<file path="src/rtl/prog_loader.sv">
// prog_loader: framed byte-stream writer for the CPU instruction memory.
// Frame: SYNC_BYTE, LEN, LEN data bytes, CSUM (8-bit sum of data bytes).
// Holds the CPU (cpu_hold) while a load is in progress and releases it only
// after a checksum-correct image has been written.
// Optional read-back verification pass: define PROG_LOADER_VERIFY_EN.
module prog_loader #(
  parameter int          ADDR_W      = 4,
  parameter logic [7:0]  SYNC_BYTE   = 8'hA5,
  parameter int          TIMEOUT_CYC = 1200000
) (
  input  logic              CLK,
  input  logic              RST_N,
  input  logic [7:0]        in_data,
  input  logic              in_valid,
  output logic              in_ready,
  output logic              mem_we,
  output logic [ADDR_W-1:0] mem_addr,
  output logic [7:0]        mem_wdata,
  input  logic [7:0]        mem_rdata,
  output logic              cpu_hold,
  output logic              load_done,
  output logic              load_err
);

  localparam int DEPTH = 2 ** ADDR_W;
  localparam int CNT_W = ADDR_W + 1;              // holds LEN up to DEPTH
  localparam int TO_W  = $clog2(TIMEOUT_CYC + 1);

  typedef enum logic [2:0] {
    S_IDLE,
    S_LEN,
    S_DATA,
    S_CSUM,
    S_DONE,
    S_ERR
`ifdef PROG_LOADER_VERIFY_EN
    , S_VERIFY
`endif
  } state_e;

  state_e            state_q, state_d;
  logic [CNT_W-1:0]  len_q, len_d;
  logic [CNT_W-1:0]  idx_q, idx_d;
  logic [CNT_W-1:0]  idx_inc;
  logic [7:0]        acc_q, acc_d;
  logic [TO_W-1:0]   to_cnt_q, to_cnt_d;
  logic              in_ready_q, in_ready_d;
  logic              mem_we_q, mem_we_d;
  logic [ADDR_W-1:0] mem_addr_q, mem_addr_d;
  logic [7:0]        mem_wdata_q, mem_wdata_d;
  logic              cpu_hold_q, cpu_hold_d;
  logic              load_done_q, load_done_d;
  logic              load_err_q, load_err_d;
  logic              accept;
  logic              in_frame;

`ifdef PROG_LOADER_VERIFY_EN
  logic [7:0]        csum_q, csum_d;
  logic [7:0]        vsum;
`else
  // Read data only matters for the verification pass.
  logic              unused_rdata;
  assign unused_rdata = ^mem_rdata;
`endif

  assign accept   = in_valid && in_ready_q;
  assign idx_inc  = idx_q + 1'b1;
  assign in_frame = (state_q == S_LEN) || (state_q == S_DATA) || (state_q == S_CSUM);

  // Next-state and next-output computation for the whole loader.
  always_comb begin
    // NOTE: every variable assigned here gets a default first so no path
    // leaves it unassigned; otherwise synthesis infers a latch.
    state_d     = state_q;
    len_d       = len_q;
    idx_d       = idx_q;
    acc_d       = acc_q;
    to_cnt_d    = '0;
    in_ready_d  = in_ready_q;
    mem_we_d    = 1'b0;
    mem_addr_d  = mem_addr_q;
    mem_wdata_d = mem_wdata_q;
    cpu_hold_d  = cpu_hold_q;
    load_done_d = 1'b0;
    load_err_d  = load_err_q;
`ifdef PROG_LOADER_VERIFY_EN
    csum_d      = csum_q;
    vsum        = (idx_q != '0) ? acc_q + mem_rdata : acc_q;
`endif

    if (in_frame && !accept) begin
      to_cnt_d = to_cnt_q + 1'b1;
    end

    case (state_q)
      // IDLE, DONE and ERR all wait for a sync byte; anything else is dropped.
      S_IDLE, S_DONE, S_ERR: begin
        if (accept && in_data == SYNC_BYTE) begin
          state_d    = S_LEN;
          cpu_hold_d = 1'b1;
          load_err_d = 1'b0;
        end else if (state_q == S_DONE) begin
          state_d = S_IDLE;
        end
      end

      S_LEN: begin
        if (accept) begin
          if (in_data == 8'd0 || int'(in_data) > DEPTH) begin
            state_d    = S_ERR;
            load_err_d = 1'b1;
          end else begin
            len_d   = CNT_W'(in_data);
            idx_d   = '0;
            acc_d   = '0;
            state_d = S_DATA;
          end
        end
      end

      S_DATA: begin
        if (accept) begin
          mem_we_d    = 1'b1;
          mem_addr_d  = idx_q[ADDR_W-1:0];
          mem_wdata_d = in_data;
          acc_d       = acc_q + in_data;
          idx_d       = idx_inc;
          if (idx_inc == len_q) begin
            state_d = S_CSUM;
          end
        end
      end

      S_CSUM: begin
        if (accept) begin
          if (in_data == acc_q) begin
`ifdef PROG_LOADER_VERIFY_EN
            // Re-read the image: idx counts read cycles, acc reused as sum.
            state_d    = S_VERIFY;
            in_ready_d = 1'b0;
            csum_d     = in_data;
            idx_d      = '0;
            acc_d      = '0;
            mem_addr_d = '0;
`else
            state_d     = S_DONE;
            load_done_d = 1'b1;
            cpu_hold_d  = 1'b0;
`endif
          end else begin
            // Bytes already written stay in memory; the CPU stays held.
            state_d    = S_ERR;
            load_err_d = 1'b1;
          end
        end
      end

`ifdef PROG_LOADER_VERIFY_EN
      // Address issued at idx=c returns data sampled at idx=c+1.
      S_VERIFY: begin
        acc_d = vsum;
        if (idx_q == len_q) begin
          in_ready_d = 1'b1;
          if (vsum == csum_q) begin
            state_d     = S_DONE;
            load_done_d = 1'b1;
            cpu_hold_d  = 1'b0;
          end else begin
            state_d    = S_ERR;
            load_err_d = 1'b1;
          end
        end else begin
          idx_d = idx_inc;
          if (idx_inc < len_q) begin
            mem_addr_d = idx_inc[ADDR_W-1:0];
          end
        end
      end
`endif

      default: begin
        state_d = S_IDLE;
      end
    endcase

    // Inter-byte timeout aborts the frame; no byte was accepted this cycle.
    if (in_frame && !accept && to_cnt_q == TO_W'(TIMEOUT_CYC - 1)) begin
      state_d    = S_ERR;
      load_err_d = 1'b1;
      to_cnt_d   = '0;
    end
  end

  // State and registered outputs.
  always_ff @(posedge CLK or negedge RST_N) begin
    if (!RST_N) begin
      state_q     <= S_IDLE;
      len_q       <= '0;
      idx_q       <= '0;
      acc_q       <= '0;
      to_cnt_q    <= '0;
      in_ready_q  <= 1'b1;
      mem_we_q    <= 1'b0;
      mem_addr_q  <= '0;
      mem_wdata_q <= '0;
      cpu_hold_q  <= 1'b0;
      load_done_q <= 1'b0;
      load_err_q  <= 1'b0;
`ifdef PROG_LOADER_VERIFY_EN
      csum_q      <= '0;
`endif
    end else begin
      // NOTE: non-blocking assignments so every flop samples pre-edge values.
      state_q     <= state_d;
      len_q       <= len_d;
      idx_q       <= idx_d;
      acc_q       <= acc_d;
      to_cnt_q    <= to_cnt_d;
      in_ready_q  <= in_ready_d;
      mem_we_q    <= mem_we_d;
      mem_addr_q  <= mem_addr_d;
      mem_wdata_q <= mem_wdata_d;
      cpu_hold_q  <= cpu_hold_d;
      load_done_q <= load_done_d;
      load_err_q  <= load_err_d;
`ifdef PROG_LOADER_VERIFY_EN
      csum_q      <= csum_d;
`endif
    end
  end

  assign in_ready  = in_ready_q;
  assign mem_we    = mem_we_q;
  assign mem_addr  = mem_addr_q;
  assign mem_wdata = mem_wdata_q;
  assign cpu_hold  = cpu_hold_q;
  assign load_done = load_done_q;
  assign load_err  = load_err_q;

endmodule

</file>
<file path="config.mk">
export PLATFORM = sky130hd
export DESIGN_NAME = prog_loader
export DESIGN_NICKNAME = d
export VERILOG_FILES = /design/src/rtl/prog_loader.sv
export SDC_FILE = /design/constraint.sdc
export NUM_CORES = 1
export LEC_CHECK = 0
export CAP_MARGIN = 20
export CORE_ASPECT_RATIO = 0.7
export CORE_UTILIZATION = 60
export DETAILED_ROUTE_END_ITERATION = 10
export HOLD_SLACK_MARGIN = 0.06
export MAX_ROUTING_LAYER = met4
export PLACE_DENSITY = 0.95
export RECOVER_POWER = 25
export SLEW_MARGIN = 0
export SYNTH_ARGS = -nofsm -noshare
export SYNTH_HDL_FRONTEND = slang
export SYNTH_SLANG_ARGS = --single-unit
</file>
<file path="constraint.sdc">
create_clock -name CLK -period 4.7 [get_ports CLK]
set_clock_uncertainty 0.2 [all_clocks]
set_input_delay 1.41 -clock CLK [delete_from_list [all_inputs] [get_ports CLK]]
set_output_delay 1.41 -clock CLK [all_outputs]
set_load 0.03 [all_outputs]
</file>
# Word-level counts from Yosys, hierarchy flattened
# Cells that the tools add are included.
# word_totals
register_bits	58
input_bits	19
out_inout_bits	17
elab_cells	94
# op_classes
add_sub_neg	3
magnitude_cmp	1
eq_ne	23
muxes	36
n_bitwise	1
reduce_logical	19
# ops
cell	n
21-bit two-way mux	2
3-bit two-way mux	8
8-bit two-way mux	3
21-bit by 1-bit adder with 21-bit output, second input constant	1
21-bit == test, second input constant	1
8-bit case mux with 2 select lines	1
1-bit two-way mux	15
5-bit two-way mux	3
3-bit by 2-bit inequality test with 1-bit output, second input constant	4
3-bit case mux with 4 select lines	1
2-bit inequality test, second input constant	5
5-bit case mux with 2 select lines	1
8-bit adder	1
8-bit == test	1
8-bit == test, second input constant	1
8-bit by 5-bit > comparator with 1-bit output, second input constant	1
8-bit logical NOT	1
4-bit AND reduction	2
3-bit by 2-bit == test with 1-bit output, second input constant	2
3-bit == test, second input constant	2
3-bit by 1-bit inequality test with 1-bit output, second input constant	2
6-bit AND reduction	1
5-bit by 1-bit adder with 5-bit output, second input constant	1
5-bit == test	1
other kinds (17)	22

# Depth between registers and ports, before layout
# Gate-level depths: netlist of the first run.
# logic_depth
depth_word	7
mapped_depth	8
mapped_depth_nobuf	8

# Worst setup path after synthesis of the first run
# OpenSTA, ideal clock, no wires.
# synth_path
path_type	input-to-reg
from	input in_data[3]
to	register state_q[0]
setup_ns	0.125
arrival_ns	3.003
t_required_ns	4.375
slack_ns	1.372
cell_stages	7
n_path_buf	0
path_cell_list	ha_1 > nor4_1 > nand2_1 > nor4_1 > nand3_1 > a41o_1 > mux2_4
# synth_via
elab_chain_cells	6
elab_cells_between_ends	15
classes_between	order compare (1); eq/ne (3); mux (7); reduce/logical (4)
# synth_lines
item	line_no	rtl
start: declaration	13	input logic [7:0] in_data,
8-bit by 5-bit > comparator with 1-bit output or 8-bit logical NOT (tied branches)	109	if (in_data == 8'd0 || int'(in_data) > DEPTH) begin
1-bit logical OR	109	
3-bit two-way mux	109	
3-bit two-way mux	108	if (accept) begin
3-bit case mux with 4 select lines	95	case (state_q)
3-bit two-way mux	187	if (in_frame && !accept && to_cnt_q == TO_W'(TIMEOUT_CYC - 1)) begin
end signal: assignment	214	state_q <= state_d;
end: declaration	41	state_e state_q, state_d;
# Several ways; a longest one is shown, not always the timed one. The select of a mux whose other input is x is not followed.
# A chain may end at the register's enable or synchronous reset.

# Worst setup path in the final report of the first run
# layout_path
from	input in_data[1]
to	register state_q[0]
# The elaborated chain is that of the path after synthesis.

==> run_results.csv, run 1 <==
group,metric,value,unit
global_route,grt_use_met3,0.104,
layout,num_antenna_cells,0,
drt,vias_per_cell,5.61,
synth,async_reset_ff_frac,1.00,
clock_network,cts_setup_buffers,0,
drt,dr.pass1.iters,4,
synth,ys_warn_count,0,
die,rows,21,
setup_path,path_class,"input port to flip-flop",
place,dp.cells,413,
die,core,4830,µm²
clock_network,htreeDepth,3,
global_route,grtUsageMet1,0.355,
power_and_ir_drop,vdd_ir_drop_max,0.214,mV
layout,drive_gt1_frac,0.0972,
sta,finalSetupViolations,0,
die,die_w,87.4,µm
power_and_ir_drop,power_density,276,nW/µm²
place,io_buffers,26,
setup_path,required,4720,ps
sta,finalCritPeriodShare,0.840,
drt,postRouteAntennaNets,0,
layout,final_core_util,0.736,
global_route,grt_overflow,0,
synth,synth_seq_cells,58,
clock_network,cts_buffers,9,
setup_path,crit_start,"in_data[1]",
clock_network,clockBufferDepth,2,
synth,ys.flop_type,"dfrtp_1",
drt,vias,2408,
sta,maxSlewHeadroom,-0.336,
die,dieArea,5400,µm²
synth,yosysTopAreaCellShare,0.474,
clock_network,clk_latency,340,ps
place,dp_hpwl,4580,µm
drt,post_drt_wl_per_cell,15.3,µm
sta,rsz0062_at_grt,"false",
die,start_util,0.634,
setup_path,arrival,3970,ps
hold_path,whs_path_depth,2,
synth,synth_top_cell_by_area,"dfrtp_1",
global_route,grt_pass1_vias,2248,
clock_network,cts_sinks,58,
hold_path,hold_class,"flip-flop to flip-flop",
clock_network,post_cts_resized,0,
setup_path,crit_path_max_fanout,6,
layout,final_cells,429,
power_and_ir_drop,p_leak,1.63,nW
synth,synth_fp_nets,354,
setup_path,cp-endpoint,"state_q[0]",
die,die_y,61.8,µm
setup_path,worstSetupStartpointType,"input port",
synth,synthCells,325,
global_route,antenna_found_initial,0,
outcome,violations,"capacitance limit, slew limit",
global_route,grt_max_degree,40,
synth,synth.avg_cell_area,9.43,µm²
clock_network,cts-root-buf,"clkbuf_8",
synth,ys_seq_area_frac,0.474,
synth,synth.distinct_cells,48,
setup_path,r2r_end,"state_q[0]",
setup_path,critPathCaptureType,"flip-flop",
clock_network,ctsHoldBuffers,0,
outcome,outcome,"complete, but fails checks",
drt,drt_iter0_markers,218,
layout,finalNetCount,385,
setup_path,reg2reg_slack,2070,ps
synth,netlist_area,3060,µm²
drt,finalWirelength,6560,µm
clock_network,cts_tree,"yes",
sta,tns,0,ps
clock_network,clkSlewWorstSetupHoldPaths,70,ps
die,io_pins,36,
sta,worstMarginPinSlew,2000,ps
layout,fillerInstances,343,
synth,synth_edf_count,0,
global_route,busiest_layer,"met2",
layout,area_delta_synth_final,16.1,%
sta,hold_viol,0,
job,drv_cap,1,
global_route,grt_usage,0.277,
place,gp_congestion,0.830,
drt,post-route-drc-count,0,
sta,maxSlewViolCount,40,
sta,max_freq,253,MHz
sta,fin_crit,3950,ps
setup_path,rr_startpoint,"acc_q[1]",
synth,synthTopCellsByArea,"dfrtp_1 (47%), nand2_1 (8.2%), xor2_1 (4.9%)",
global_route,grt_pass1_wl,10700,µm
setup_path,reg2regPathDepth,8,
global_route,grt_use_met2,0.420,
[layer usage]
layer | up-vias | part of all wire
li1 | 1171 | -
met1 | 1140 | 0.47
met2 | 87 | 0.44
met3 | 10 | 0.079
met4 | 0 | 0.0095
met5 | - | 0
[sequential cells by signal, summed over array words and instances, names as in the netlist, 3 cells and up]
register,count
to_cnt_q,21
acc_q,8
mem_wdata,8
idx_q,5
len_q,5
mem_addr,4
state_q,3
[how the worst min path moves through the flow]
stage	slack, ps	end	from
after floorplan	240	acc_q[0]	acc_q[0]
after global placement	260	acc_q[0]	acc_q[0]
after detailed placement	260	acc_q[3]	acc_q[3]
after CTS	280	acc_q[3]	acc_q[3]
after global routing	300	acc_q[4]	acc_q[4]
final	270	acc_q[3]	acc_q[3]
[stage by stage]
| stage | setup WS (ps) | instance area (µm²) | hold slack (ps) | total power [W] |
|---|---|---|---|---|
| finish | 753 | 3560 | 273 | 0.000982 |
| detailed placement | 438 | 3360 | 261 | 0.000557 |
| floorplan | 1370 | 3060 | 243 | 0.000529 |
| global route | 597 | 3560 | 303 | 0.00102 |
| CTS | 785 | 3550 | 276 | 0.000993 |
| global placement | 622 | 3360 | 256 | 0.000554 |
[logic make-up (layout without fill, tap and decap cells)]
kind of cell               after synthesis  after routing  share of synthesized area
muxes                                    8              8                     0.0298
DFF                                     58             58                      0.474
AOI/OAI and AO/OA                       36             36                     0.0768
other                                    1              1                    0.00122
and+or+nand+nor                        159            159                      0.246
xor gates and xnor gates                33             33                     0.0943
buffers and inverters                   20             55                     0.0351
adders and majority gates               10             10                     0.0433
[placed cells by master, fill, tap and decap left out, types with 3 or more instances in the layout]
cell              n
nor4_1            6
buf_4             5
a21oi_1           7
nor2_1           31
clkbuf_8         13
clkdlybuf4s50_1  25
o211ai_1          3
ha_1              9
xnor2_1          16
or2_2             3
nand2_1          67
mux2_2            5
and3_1            5
nand4_1           4
o21ai_0           9
nand3_1          22
xor2_1           17
inv_1             9
dfrtp_1          58
nor2b_1           3
and4_1            3
nor3_1            4
o21bai_1          3
[worst max-delay path, stage by stage]
cell	delay, ps
clkdlybuf4s50_1	580
ha_1	420
nor4_1	370
nand2_1	80
nor4_1	300
buf_4	210
nand3_1	80
a41o_1	260
mux2_4	250
[synth_stat cells (3+ instances only)]
cell      number
nor2b_1        3
and4_1         3
buf_6          3
a21oi_1        7
xnor2_1       16
ha_1           9
xor2_1        17
nor2_1        31
nand2_1       67
inv_1          9
and3_1         5
o21ai_0        9
nor4_1         6
o211ai_1       3
buf_2          4
dfrtp_1       58
nand4_1        4
mux2_2         5
o21bai_1       3
nand3_1       22
or2_2          3
nor3_1         4
[area by class of cell]
type	instances	area, µm²	area share
clock inverters	2	10.0	0.00281
clock buffers	13	179	0.0503
flip-flops and latches	58	1450	0.408
repair buffers	31	292	0.0820
well taps	69	86.3	0.0243
multi-input cells	247	1510	0.423
inverters	9	33.8	0.00950
[power breakdown]
group           total, W  switching (W)  internal, W
logic          0.0000458      0.0000297    0.0000161
registers       0.000501    0.000000952     0.000501
clock network   0.000435       0.000191     0.000244
total           0.000982       0.000222     0.000761
(Power assumes the default switching activity.)
==> run 2, diff against run 1 <==
Settings changed: CORE_UTILIZATION 60 to 50, PLACE_DENSITY 0.95 to 0.86.
Clock period 4.7 ns to 3.6 ns, I/O delays scaled along.
==> run_results.csv, run 2 (synthesis results as in run 1) <==
group,metric,value,unit
outcome,outcome,"complete, but fails checks",
outcome,violations,"capacitance limit, slew limit",
clock_network,clockBufferDepth,2,
layout,drive_gt1_frac,0.119,
drt,post_drt_wl_per_cell,15.0,µm
drt,wl_met2,2880,µm
sta,rsz0062_at_grt,"false",
die,core,5810,µm²
layout,largest_reg_flops,21,
clock_network,ctsHoldBuffers,0,
setup_path,path_class,"input port to flip-flop",
layout,area_delta_synth_final,18.9,%
sta,maxSlewHeadroom,-0.155,
layout,final_cells,444,
sta,finalCritPeriodShare,0.891,
drt,wl_met1,3170,µm
setup_path,worstSetupStartpointType,"input port",
drt,postRouteAntennaNets,0,
power_and_ir_drop,vdd_ir_drop_max,0.219,mV
global_route,grt_max_degree,36,
sta,finalSetupViolations,0,
clock_network,post_cts_resized,0,
clock_network,cts_buffers,9,
place,dp.cells,430,
place,dp_hpwl,4650,µm
drt,wl_met3,486,µm
clock_network,clkSlewWorstSetupHoldPaths,60,ps
place,placed_area,3450,µm²
job,drv_cap,1,
layout,layout_common_cells,"nand2_1 (67), dfrtp_1 (58), nor2_1 (31), clkdlybuf4s50_1 (25), nand3_1 (22)",
drt,finalWirelength,6650,µm
die,dieArea,6450,µm²
layout,stdcell_area,3640,µm²
sta,worstMarginPinSlew,1730,ps
setup_path,crit_path_max_fanout,4,
setup_path,required,3630,ps
clock_network,cts_tree,"yes",
setup_path,critPathCaptureType,"flip-flop",
sta,tns,0,ps
clock_network,cts_setup_buffers,0,
drt,routed.top_layer,"met4",
layout,num_antenna_cells,0,
sta,maxSlewViolCount,36,
drt,drt_iter0_markers,174,
global_route,grt_overflow,0,
sta,fin_crit,3210,ps
place,io_buffers,26,
global_route,grt_pass1_wl,11100,µm
place,gp_congestion,0.825,
clock_network,htreeDepth,3,
clock_network,clk_latency,340,ps
layout,final_common_cell,"nand2_1",
global_route,grt_usage,0.243,
die,io_pins,36,
layout,finalNetCount,395,
layout,fillerInstances,456,
drt,vias,2452,
power_and_ir_drop,p_leak,1.68,nW
global_route,grt_pass1_vias,2342,
die,start_util,0.527,
sta,hold_viol,0,
die,rows,23,
layout,top_register,"to_cnt_q",
clock_network,cts-root-buf,"clkbuf_8",
sta,max_freq,312,MHz
die,die_y,67.5,µm
drt,vias_per_cell,5.52,
drt,post-route-drc-count,0,
die,die_w,95.6,µm
hold_path,hold_class,"flip-flop to flip-flop",
global_route,antenna_found_initial,0,
setup_path,arrival,3230,ps
power_and_ir_drop,power.total,0.00131,W
clock_network,cts_sinks,58,
drt,dr.pass1.iters,4,
power_and_ir_drop,power_density,361,nW/µm²
## run 2: cell type report
class,instances,area (µm²),area share
repair buffers,41,367,0.101
multi-input cells,247,1510,0.413
clock buffers,11,151,0.0416
flip-flops and latches,58,1450,0.398
inverters,9,33.8,0.00928
well taps,75,93.8,0.0258
clock inverters,3,40.0,0.0110
## run 2: stage by stage
stage | setup WS, ps | hold slack [ps] | util
3_5_place_dp | 90.4 | 261 | 0.594
2_1_floorplan | 602 | 243 | -
5_1_grt | 293 | 303 | 0.627
3_3_place_gp | 154 | 257 | 0.594
6_report | 393 | 284 | 0.627
4_1_cts | 431 | 285 | 0.627
## run 2: path summary, 6_finish.rpt
kind / start / end / slack, ps / cells past startpoint
max: in_data[3] / state_q[0] / 390 / 9
min: mem_addr[0] / mem_addr[0] / 280 / 2
max reg2reg: acc_q[1] / state_q[0] / 1160 / 8
min reg2reg: mem_addr[0] / mem_addr[0] / 280 / 2
max in group asynchronous: RST_N / mem_addr[2] / 1190 / 2
min in group asynchronous: RST_N / to_cnt_q[17] / 990 / 1
## run 2: power breakdown
group | internal (W) | leakage [nW] | switching, W | total, W
Clock | 0.000347 | 0.101 | 0.000246 | 0.000593
Combinational | 0.0000266 | 0.771 | 0.0000403 | 0.0000669
Sequential | 0.000653 | 0.810 | 0.00000118 | 0.000655
## run 2: metal layers
metal / GRT usage / vias to the layer above
met3: 0.0890 / 13
met2: 0.333 / 83
met4: 0.108 / 0
met5: - / -
li1: - / 1191
met1: 0.321 / 1165
## run 2: worst max-delay path, stage by stage
cell and delay, ps:
clkdlybuf4s50_1 450, ha_1 330, nor4_1 280, nand2_1 90
nor4_1 180, buf_4 190, nand3_1 100, a41o_1 280
mux2_4 250
==> run 3, diff against run 2 <==
Settings changed: SKIP_CTS_REPAIR_TIMING set to 1.
==> results of run 3 <==
No change in the layout: final DEF, timing and power equal those of run 2.
